--- config.mk ---
export PLATFORM = sky130hd
export DESIGN_NAME = bit_packer
export DESIGN_NICKNAME = d
export VERILOG_FILES = /design/src/rtl/bit_packer_pkg.sv /design/src/rtl/bit_packer_rotator.sv /design/src/rtl/bit_packer.sv
export SDC_FILE = /design/constraint.sdc
export NUM_CORES = 1
export LEC_CHECK = 0
export BUFFER_PORTS_ARGS = -buffer_cell sky130_fd_sc_hd__buf_2
export CORE_MARGIN = 1
export CORE_UTILIZATION = 30
export DETAILED_ROUTE_END_ITERATION = 8
export PLACE_DENSITY = 0.5
export SLEW_MARGIN = 30
export SYNTH_ARGS = -nofsm -noshare
export SYNTH_HDL_FRONTEND = slang
export SYNTH_SLANG_ARGS = --single-unit
--- constraint.sdc ---
create_clock -name clk -period 4.5 [get_ports clk]
set_input_delay 0.675 -clock clk [delete_from_list [all_inputs] [get_ports clk]]
set_output_delay 0.675 -clock clk [all_outputs]
set_load 0.1 [all_outputs]
--- src/rtl/bit_packer_pkg.sv ---
// Shared types and width helpers for the bit packer and its placement rotator.
package bit_packer_pkg;

  typedef enum logic {
    FILL  = 1'b0,
    DRAIN = 1'b1
  } packerState_e;

  function automatic int inUnits(input int inWidth, input int step);
    return inWidth / step;
  endfunction

  function automatic int outUnits(input int outWidth, input int step);
    return outWidth / step;
  endfunction

  function automatic int accWidth(input int inWidth, input int outWidth);
    return inWidth + outWidth;
  endfunction

  function automatic int accwUnits(input int inWidth, input int outWidth, input int step);
    return (inWidth + outWidth) / step;
  endfunction

  function automatic int countBits(input int units);
    return $clog2(units) + 1;
  endfunction

  localparam int DEF_INPUTWIDTH  = 16;
  localparam int DEF_OUTPUTWIDTH = 32;
  localparam int DEF_STEP        = 1;
  localparam int DEF_IN_COUNT_W  = countBits(inUnits(DEF_INPUTWIDTH, DEF_STEP));
  localparam int DEF_OUT_COUNT_W = countBits(outUnits(DEF_OUTPUTWIDTH, DEF_STEP));

endpackage

--- src/rtl/bit_packer_rotator.sv ---
// Unit-granular right rotator and the interface that connects it to its user.
interface rotatorConnect #(
  parameter int WIDTH  = 48,
  parameter int SHIFTW = 6
);
  logic [WIDTH-1:0]  dataIn;
  logic [SHIFTW-1:0] shift;
  logic [WIDTH-1:0]  dataOut;

  modport shifter (input dataIn, input shift, output dataOut);
  modport user (output dataIn, output shift, input dataOut);
endinterface

module barrelShifterRight #(
  parameter int INPUTWIDTH         = 48,
  parameter int OUTPUTWIDTH        = 48,
  parameter int SHIFTBITS_PER_STEP = 1
) (
  rotatorConnect.shifter rot
);
  localparam int UNITS  = INPUTWIDTH / SHIFTBITS_PER_STEP;
  localparam int SHIFTW = $clog2(UNITS);

  logic [INPUTWIDTH-1:0] stage [0:SHIFTW];

  assign stage[0] = rot.dataIn;

  // Each stage rotates by a power-of-two number of units; amounts below UNITS compose exactly.
  for (genvar gi = 0; gi < SHIFTW; gi++) begin : gStage
    localparam int C = (1 << gi) * SHIFTBITS_PER_STEP;
    assign stage[gi+1] = rot.shift[gi] ? {stage[gi][C-1:0], stage[gi][INPUTWIDTH-1:C]}
                                       : stage[gi];
  end

  assign rot.dataOut = stage[SHIFTW][OUTPUTWIDTH-1:0];
endmodule

--- src/rtl/bit_packer.sv ---
// Packs variable-length LSB-first fragments into full output words, with flush of the tail.
module bit_packer
  import bit_packer_pkg::*;
#(
  parameter int INPUTWIDTH         = 16,
  parameter int OUTPUTWIDTH        = 32,
  parameter int SHIFTBITS_PER_STEP = 1
) (
  input  logic                                             clk,
  input  logic                                             rstN,
  input  logic                                             inValid,
  output logic                                             inReady,
  input  logic [INPUTWIDTH-1:0]                            inData,
  input  logic [$clog2(INPUTWIDTH/SHIFTBITS_PER_STEP):0]   inCount,
  input  logic                                             inFlush,
  output logic                                             outValid,
  input  logic                                             outReady,
  output logic [OUTPUTWIDTH-1:0]                           outData,
  output logic [$clog2(OUTPUTWIDTH/SHIFTBITS_PER_STEP):0]  outCount
);
  localparam int IN_UNITS   = inUnits(INPUTWIDTH, SHIFTBITS_PER_STEP);
  localparam int OUT_UNITS  = outUnits(OUTPUTWIDTH, SHIFTBITS_PER_STEP);
  localparam int ACCW       = accWidth(INPUTWIDTH, OUTPUTWIDTH);
  localparam int ACCW_UNITS = accwUnits(INPUTWIDTH, OUTPUTWIDTH, SHIFTBITS_PER_STEP);
  localparam int IN_CW      = countBits(IN_UNITS);
  localparam int OUT_CW     = countBits(OUT_UNITS);
  localparam int FILL_W     = $clog2(ACCW_UNITS + 1);
  localparam int ROT_W      = $clog2(ACCW_UNITS);

  localparam logic [FILL_W-1:0] OUT_UNITS_F  = FILL_W'(OUT_UNITS);
  localparam logic [FILL_W-1:0] ACCW_UNITS_F = FILL_W'(ACCW_UNITS);
  localparam logic [IN_CW-1:0]  IN_UNITS_C   = IN_CW'(IN_UNITS);

  logic [ACCW-1:0]       accReg, accNext, accShifted;
  logic [FILL_W-1:0]     fillReg, fillNext, fillAfterOut, drainUnits;
  packerState_e          stateReg, stateNext;
  logic                  readyEnReg;
  logic [IN_CW-1:0]      unitCount;
  logic [INPUTWIDTH-1:0] maskedData;
  logic                  inFire, outFire;

  rotatorConnect #(.WIDTH(ACCW), .SHIFTW(ROT_W)) rotBus ();

  barrelShifterRight #(
    .INPUTWIDTH         (ACCW),
    .OUTPUTWIDTH        (ACCW),
    .SHIFTBITS_PER_STEP (SHIFTBITS_PER_STEP)
  ) uPlacer (
    .rot (rotBus.shifter)
  );

  // readyEnReg keeps inReady low through reset without a combinational path from rstN.
  assign inReady    = readyEnReg && (stateReg == FILL) && (fillReg < OUT_UNITS_F);
  assign outValid   = (stateReg == FILL) ? (fillReg >= OUT_UNITS_F) : (fillReg != '0);
  assign drainUnits = (fillReg > OUT_UNITS_F) ? OUT_UNITS_F : fillReg;
  assign outData    = accReg[OUTPUTWIDTH-1:0];
  assign outCount   = !outValid ? '0
                    : (stateReg == FILL) ? OUT_CW'(OUT_UNITS) : OUT_CW'(drainUnits);

  assign inFire  = inValid && inReady;
  assign outFire = outValid && outReady;

  assign unitCount = (inCount > IN_UNITS_C) ? IN_UNITS_C : inCount;

  for (genvar gi = 0; gi < IN_UNITS; gi++) begin : gMask
    assign maskedData[gi*SHIFTBITS_PER_STEP +: SHIFTBITS_PER_STEP] =
      (IN_CW'(gi) < unitCount) ? inData[gi*SHIFTBITS_PER_STEP +: SHIFTBITS_PER_STEP] : '0;
  end

  // The output shift happens first, so the fragment lands relative to the post-shift fill.
  assign fillAfterOut  = outFire ? (fillReg - drainUnits) : fillReg;
  assign accShifted    = outFire ? (accReg >> OUTPUTWIDTH) : accReg;
  assign rotBus.dataIn = {{OUTPUTWIDTH{1'b0}}, maskedData};
  assign rotBus.shift  = ROT_W'((fillAfterOut == '0) ? '0 : (ACCW_UNITS_F - fillAfterOut));
  assign accNext       = accShifted | (inFire ? rotBus.dataOut : '0);
  assign fillNext      = fillAfterOut + (inFire ? FILL_W'(unitCount) : '0);

  always_comb begin
    stateNext = stateReg;
    case (stateReg)
      FILL:    if (inFire && inFlush && (fillNext != '0)) stateNext = DRAIN;
      DRAIN:   if (fillNext == '0) stateNext = FILL;
      default: stateNext = FILL;
    endcase
  end

  always_ff @(posedge clk) begin
    if (!rstN) begin
      accReg     <= '0;
      fillReg    <= '0;
      stateReg   <= FILL;
      readyEnReg <= 1'b0;
    end else begin
      accReg     <= accNext;
      fillReg    <= fillNext;
      stateReg   <= stateNext;
      readyEnReg <= 1'b1;
    end
  end
endmodule

Word-level counts from Yosys, hierarchy flattened
Cells that the tools add are included.
{"block": "totals", "ff_bits": 56, "input_bits": 26, "out_inout_bits": 40, "wordCells": 75}
{"block": "classes", "n_addsub": 3, "magnitude_cmp": 20, "mux": 36, "bitwise_logic": 2, "reduce_logical": 10}
{"operator": "$mux 48", "n": 8}
{"operator": "$or 48x48->48", "n": 1}
{"operator": "$lt 4x5->1 const A", "n": 8}
{"operator": "$mux 6", "n": 5}
{"operator": "$lt 3x5->1 const A", "n": 4}
{"operator": "$mux 1", "n": 20}
{"operator": "$logic_not 6->1", "n": 2}
{"operator": "$reduce_bool 6->1", "n": 2}
{"operator": "$lt 1x5->1 const A", "n": 2}
{"operator": "$lt 2x5->1 const A", "n": 2}
{"operator": "$mux 5", "n": 2}
{"operator": "$add 6x5->6", "n": 1}
{"operator": "$ge 6x6->1 const B", "n": 1}
{"operator": "$gt 6x6->1 const B", "n": 1}
{"operator": "$logic_and 1x1->1", "n": 6}
{"operator": "$lt 6x6->1 const B", "n": 1}
{"operator": "$sub 6x6->6", "n": 1}
{"operator": "$sub 6x6->6 const A", "n": 1}
{"operator": "$gt 5x5->1 const B", "n": 1}
{"operator": "$pmux 1 s2", "n": 1}
{"operator": "$not 1->1", "n": 1}

Logic depth before layout (Yosys ltp)
Gate-level depths: netlist (run 1).
{"block": "depth", "depth_word": 14, "mapped_depth": 18, "ltp_nobuf": 14}

Cells and area by module
From an unflattened synthesis (run 1), not the netlist that was laid out.
{"block": "hier_totals", "hier_cells": 640, "area_unflattened_um2": 6177.2}
{"mod": "barrelShifterRight", "n_inst": 1, "cells_per_inst": 285, "area_each_um2": 3154.3, "seq_area_each_um2": 0.0}
{"mod": "bit_packer", "n_inst": 1, "cells_per_inst": 355, "area_each_um2": 3022.9, "seq_area_each_um2": 1121.1}

Least setup slack after synthesis (run 1)
OpenSTA, ideal clock, no wires.
{"block": "synth_timing", "path_type": "flip-flop to flip-flop", "start": "register fillReg[3]", "end": "register accReg[7]", "setup_ps": 58, "arrival_time_ps": 4179, "t_required_ps": 4442, "slack_ps": 263, "stages_incl_launch_ff": 10, "path_buffers": 1, "synth_period_minus_slack_ps": 4237, "cell_sequence": "dfxtp_1 -> inv_1 -> a31oi_1 -> o221a_2 -> buf_2 -> nor2_8 -> o31ai_1 -> mux2i_1 -> a2111oi_0 -> a211o_1"}
{"block": "synth_between", "elab_chain_cells": 14, "elab_cells_between_ends": 23, "cone_classes": "2 x add/sub; 3 x order compare; 12 x mux; 1 x bitwise; 5 x reduce/logical"}
{"element": "start, declared", "line": "bit_packer.sv:35", "source": "logic [FILL_W-1:0] fillReg, fillNext, fillAfterOut, drainUnits;"}
{"element": "start signal, assigned", "line": "bit_packer.sv:95", "source": "fillReg <= fillNext;"}
{"element": "$ge 6x6->1 / $reduce_bool 6->1 (equally long branches)", "line": "bit_packer.sv:54", "source": "assign outValid = (stateReg == FILL) ? (fillReg >= OUT_UNITS_F) : (fillReg != '0);"}
{"element": "$mux 1 *", "line": "bit_packer.sv:54"}
{"element": "net outValid", "line": "bit_packer.sv:16", "source": "output logic outValid,"}
{"element": "$logic_and 1x1->1 *", "line": "bit_packer.sv:61", "source": "assign outFire = outValid && outReady;"}
{"element": "$mux 6", "line": "bit_packer.sv:71", "source": "assign fillAfterOut = outFire ? (fillReg - drainUnits) : fillReg;"}
{"element": "$sub 6x6->6 / $logic_not 6->1 (equally long branches)", "line": "bit_packer.sv:74", "source": "assign rotBus.shift = ROT_W'((fillAfterOut == '0) ? '0 : (ACCW_UNITS_F - fillAfterOut));"}
{"element": "$mux 6", "line": "bit_packer.sv:74"}
{"element": "$mux 48 (6 in series)", "line": "bit_packer_rotator.sv:31", "source": "assign stage[gi+1] = rot.shift[gi] ? {stage[gi][C-1:0], stage[gi][INPUTWIDTH-1:C]}"}
{"element": "$mux 48", "line": "bit_packer.sv:75", "source": "assign accNext = accShifted | (inFire ? rotBus.dataOut : '0);"}
{"element": "$or 48x48->48 *", "line": "bit_packer.sv:75"}
{"element": "end signal, assigned", "line": "bit_packer.sv:94", "source": "accReg <= accNext;"}
{"element": "end, declared", "line": "bit_packer.sv:34", "source": "logic [ACCW-1:0] accReg, accNext, accShifted;"}
The timed path passes the listed nets; every way through them passes the cells marked *.
A chain may end at the register's enable or synchronous reset.

Worst setup path after layout (run 1)
{"block": "layout_timing", "start": "register fillReg[5]", "end": "register accReg[2]"}
{"block": "layout_between", "elab_chain_cells": 14, "elab_cells_between_ends": 23, "cone_classes": "2 x add/sub; 3 x order compare; 12 x mux; 1 x bitwise; 5 x reduce/logical"}
{"element": "$gt 6x6->1 (tied with other cells)", "line": "bit_packer.sv:55", "source": "assign drainUnits = (fillReg > OUT_UNITS_F) ? OUT_UNITS_F : fillReg;"}
{"element": "$mux 6 / $mux 1 (equally long branches)", "line": "bit_packer.sv:55, bit_packer.sv:54"}
{"element": "$sub 6x6->6 / $logic_and 1x1->1 (equally long branches)", "line": "bit_packer.sv:71, bit_packer.sv:61"}
{"element": "$mux 6", "line": "bit_packer.sv:71"}
{"element": "$sub 6x6->6 / $logic_not 6->1 (equally long branches)", "line": "bit_packer.sv:74"}
{"element": "$mux 6", "line": "bit_packer.sv:74"}
{"element": "$mux 48 (6 in series)", "line": "bit_packer_rotator.sv:31"}
{"element": "$mux 48", "line": "bit_packer.sv:75"}
{"element": "$or 48x48->48 *", "line": "bit_packer.sv:75"}
Mark *: on every way between the ends. The rest lies on a longest branch, timed or not.

==> metrics.txt, run 1 <==
final WL=between 15 and 20 mm; Seq cells post-synth=between 50 and 60; most common cell after layout, fill and taps aside=buf_2; DRC viols=0; Post CTS Setup Buffer Count=0; Root Buffer=clkbuf_16; GRT Overall Usage=a little over a fifth; Slowest-stage cell, CP=a222oi_1; CP required=approximately 4700 ps; Worst Hold Class=flop to flop; Peak VDD IR=0.000138 V; Sink Count=56; Slew @ Worst Pin=~960 ps; DR vias=4,968; Ys Warns=0; fin crit period=4190 ps; syn nets=645; PostCTS Resize Cnt=0; largest net degree at the start of global routing=30; Die X-Extent=128 um; Top FF cell, synth=dfxtp_1; Startpoint Class=flop; Leak=0.00223 uW; Post-Syn Area=about 4800 um^2; fin util=35.0%; max-slew violation count=0; Final Wtd Congestion=0.912; post-route setup TNS=0 ps; FMAX=0.239 GHz; Avg Inst Size Synth=7.86 um^2; clk buf depth=2; vias in the first global route=4,677; Die Ht=128 um; Remaining Overflow, GRT=0; Area Growth Syn to Fin=12.3%; worst skew pair latency=300 ps; initial detailed-routing violation count=between 400 and 500; CTS Hold Bufs=0; Cell Rows=45; ys async rst share=0%; HPWL Detailed=13.1 mm; Fin. Hold Viols=0; vias per cell=5.85; ant diodes=0; layout cells sized above 1=23.0%; unrepaired setup endpoints after global routing=false; pwr/cell area=roughly 300 nW/um^2; routed length per instance=20.3 um; Setup crit end kind=flop; register area share after synthesis=23.4%; Relative slew margins=36.1%; fin nets=between 600 and 700; CTS tree=done; total die area=16,500 um^2; most frequent cells in the layout=65 x buf_2, 56 x nand2_1, 56 x dfxtp_1; crit path max fanout=12; CTS Buf Count=5; worst clock skew=8.85 ps; clock slew at reported path FFs=approximately 80 ps; Starting Density=a little under a third; CP cell instances=nand2_1 > ha_1 > or3b_2 > and2_1 > inv_1 > ha_1 > o21ai_0 > nor3_2 > buf_4 > a211oi_1 > a211oi_1 > a22oi_2 > a222oi_1 > a22o_1; port bufs=65; post-synth cell types=85; Final period util=93.1%; Worst Path Arrival=4430 ps; fillers=1,626; initial antenna violation count=0; status=finished clean; CP max stage delay=650 ps; Routed Antenna Nets=0; H-tree Lvls=2; Placeable Area=15,400 um^2; drt first pass iters=5; WS Path Type=flop to flop; EDFF count, synth=0; setup violators final=0; Post-Syn Instances=610; io pins=between 60 and 70; first-pass GRT wire length=27.1 mm; max-cap viol count=0
-- power breakdown --
group          total, uW  switching (uW)  internal [uW]
Combinational        624             438            186
Sequential           533            15.2            518
Clock                459             193            266
-- path summary, 6_finish.rpt --
path | start | to | slack [ps] | cells past startpoint
hold reg to reg | accReg[24] | accReg[24] | 460 | 2
hold / removal | accReg[24] | accReg[24] | 460 | 2
setup reg to reg | fillReg[5] | accReg[2] | 310 | 14
setup / recovery | fillReg[5] | accReg[2] | 310 | 14
-- area by class of cell --
class | count | area (um^2) | area share (%)
inverter | 13 | 48.8 | 0.907
clock inverter | 2 | 38.8 | 0.721
timing repair buffer | 101 | 596 | 11.1
tap | 211 | 264 | 4.90
sequential | 56 | 1120 | 20.8
clock buffer | 6 | 129 | 2.39
multi-input combinational | 460 | 3190 | 59.2
-- cells in the mapped netlist (all sizes together), types with 9 or more instances --
master	number	area, um^2
a211oi	11	92.6
a21oi	28	140
a22o	12	105
a31oi	12	81.3
and2	25	156
buf	55	358
clkbuf	26	97.6
dfxtp	56	1120
inv	12	45.1
mux2	9	101
mux2i	22	220
nand2	56	210
nand3	17	85.1
nor2	36	154
nor3	16	85.1
o211ai	11	82.6
o21ai	35	179
-- worst max-delay path: cells and delay by family, from the launching register on --
kind | cells | cell delay (ps)
flip-flops | 1 | 400
AND/OR/NAND/NOR | 4 | 1220
buffers and inverters | 2 | 300
AO/OA/AOI/OAI | 6 | 1660
adder cells (fa/ha/maj) | 2 | 560
-- registers in the layout (all words and copies together), names as in the netlist --
signal and cells:
accReg 48, fillReg 6, readyEnReg 1, stateReg 1
-- logic make-up (layout without fill, tap and decap cells) --
group                    Yosys count  count (layout)  share of synthesized area [%]
AO/OA/AOI/OAI                    219             219                           34.7
AND/OR/NAND/NOR                  192             192                           20.5
buffers and inverters             94             122                           10.5
flip-flops                        56              56                           23.4
multiplexers                      31              31                           6.71
adder cells (fa/ha/maj)            9               9                           2.51
XOR/XNOR                           7               7                           1.44
other                              2               2                          0.157
-- routing by layer --
layer,track usage (%),wire length (um),vias up
met1,30.4,8090,2408
met3,2.83,1120,19
li1,-,-,2343
met2,32.9,7780,198
met4,5.26,221,0
met5,0,0,-
-- stage by stage --
step / hold WS (ps) / std cells / cell area, um^2 / power (uW) / worst slack [ps]
after global placement: 444 / 841 / 5200 / 1150 / 301
after CTS: 460 / 849 / 5380 / 1610 / 273
after detailed placement: 449 / 841 / 5210 / 1160 / 281
after floorplan: 424 / 610 / 4790 / 1010 / 263
after global routing: 494 / 849 / 5380 / 1680 / 61.7
final: 457 / 849 / 5380 / 1620 / 312
Note: power is estimated with default switching activity, not from simulation.
==> inputs of run 2 (changes only) <==
CORE_UTILIZATION = 53   (was 30)
PLACE_DENSITY = 0.77   (was 0.5)
==> run 2 against run 1 <==
  * Largest cell class unchanged
  * Highest routed layer unchanged
  * Core utilization grew 24 points
  * Clock skew is essentially flat
  * Critical path depth shrank 2
  * Flip-flop and latch count is the same
  * Worst hold slack lost 1.4 ps
  * Wire length shrank 13%
  * Largest power group unchanged
  * Non-clock buffer count shrank 5
  * Combinational power shrank 3%
  * Final area shrank 4.6%
==> metrics.txt, run 2 (synthesized netlist as in run 1, its figures left out) <==
pwr/cell area=279 nW/um^2 (-7.1%); fin util=58.9% (+24 points); port bufs=65 (unchanged); clk buf depth=2 (unchanged); Worst Setup Slack, final=379 ps (+67.0 ps); Sink Count=56 (unchanged); most common cell after layout, fill and taps aside=buf_2; fillers=811 (-50%); max-cap viol count=0 (unchanged); setup violators final=0 (unchanged); DR vias=5,003 (+0.70%); Root Buffer=clkbuf_8; worst r2r path cells=12 (-2); crit path max fanout=18 (+6); CTS Buf Count=5 (unchanged); Leak=0.00217 uW (-2.9%); DRC viols=0 (unchanged); GRT Overall Usage=31.6% (+10 points); Worst Hold Class=flop to flop; vias in the first global route=4,578 (-2.1%); met2 Use GR=49.0% (+16 points); drt first pass iters=5 (unchanged); CTS Hold Bufs=0 (unchanged); PostCTS Resize Cnt=0 (unchanged); largest reg by FF count=accReg; routed length per instance=20.2 um (-0.46%); CP required=4760 ps (+20 ps); worst clock skew=9.20 ps (+0.351 ps); Starting Density=54.9% (+24 points); worst skew pair latency=310 ps (about the same); Worst Path Arrival=4380 ps (-50 ps); Slew @ Worst Pin=843 ps (-114 ps); post-route setup TNS=0 ps (unchanged); ant diodes=0 (unchanged); Fin. Hold Viols=0 (unchanged); GRT busiest layer=met2; initial detailed-routing violation count=463 (-4.7%); largest net degree at the start of global routing=30 (unchanged); Peak VDD IR=0.000153 V (+11%); Setup crit end kind=flop; fin crit period=4120 ps (-67.0 ps); DP Worst Slack=267 ps (-14.6 ps); layout cells sized above 1=22.1% (-0.92 points); first-pass GRT wire length=24.4 mm (-9.8%); Final Wtd Congestion=1.05 (+15%); Post CTS Setup Buffer Count=0 (unchanged); max-slew violation count=0 (unchanged); total die area=9430 um^2 (-43%); CTS tree=done; Relative slew margins=43.2% (+7.1 points); WHS Path Cells=2 (unchanged); Startpoint Class=flop; top flop regs=accReg x48, fillReg x6; Final period util=91.6% (-1.5 points); clock slew at reported path FFs=110 ps (+30 ps); initial antenna violation count=1 (+1); Cell Rows=34 (-24%); fin nets=667 (-0.74%); status=finished clean; Remaining Overflow, GRT=0 (unchanged); Routed Antenna Nets=0 (unchanged); Die Ht=97.1 um (-24%); io pins=66 (unchanged); Power, Total=1430 uW (-11%); Die X-Extent=97.1 um (-24%); HPWL Detailed=11.1 mm (-15%); final WL=14.9 mm (-13%); most frequent cells in the layout=65 x buf_2, 56 x nand2_1, 56 x dfxtp_1; unrepaired setup endpoints after global routing=false; FMAX=0.243 GHz (+1.6%); WS Path Type=flop to flop; Largest register FFs=48 (unchanged); met3 Usage GRT=3.45% (+0.63 points); Placeable Area=8720 um^2 (-43%); Area Growth Syn to Fin=7.10%; GR Util met1=46.3% (+16 points); vias per cell=6.75 (+15%); H-tree Lvls=2 (unchanged)
run 2: cell count changes in the layout (fill, tap and decap cells not counted), sizes merged:
| cell | change |
|---|---|
| buf | -5 |
| clkinv | +1 |
| bufinv | -1 |
| clkinvlp | +1 |
| clkbuf | -1 |
run 2: cell type report:
type,count,area [um^2],area share (%)
Timing Repair Buffer,96,558,10.9
Clock inverter,3,27.5,0.536
Sequential cell,56,1120,21.8
Clock buffer,5,68.8,1.34
Multi-Input combinational cell,460,3170,61.8
Tap cell,108,135,2.63
Inverter,13,48.8,0.951
run 2: critical path, stage by stage (launching register included):
cell	delay, ps
dfxtp_1	430
or4_4	600
a41o_1	270
and2_1	190
inv_1	70
ha_1	260
o21ai_0	200
or3_1	520
nor2_8	300
o41ai_1	180
o311a_1	390
a2111oi_0	460
o31a_1	180
run 2: worst paths after layout:
kind,slack [ps],startpoint,endpoint
setup / recovery,380,fillReg[4],accReg[9]
hold / removal,460,accReg[24],accReg[24]
setup reg to reg,380,fillReg[4],accReg[9]
hold reg to reg,460,accReg[24],accReg[24]
run 2: per-stage QoR:
stage | instances | hold WS (ps) | instance area [um^2]
after floorplan | 610 | 424 | 4790
after global placement | 733 | 438 | 5030
after detailed placement | 733 | 441 | 5040
after CTS | 741 | 464 | 5130
after global routing | 741 | 488 | 5130
final | 741 | 456 | 5130
run 2: layer usage:
metal  vias to the layer above  wire length [um]
met3                        32              1270
met4                         0               310
li1                       2331                 -
met5                         -                 0
met1                      2342              6790
met2                       298              6580
run 2: report_power, final:
group	internal (uW)	switching [uW]
logic	178	425
registers	518	14.6
clock network	115	180
total	811	620
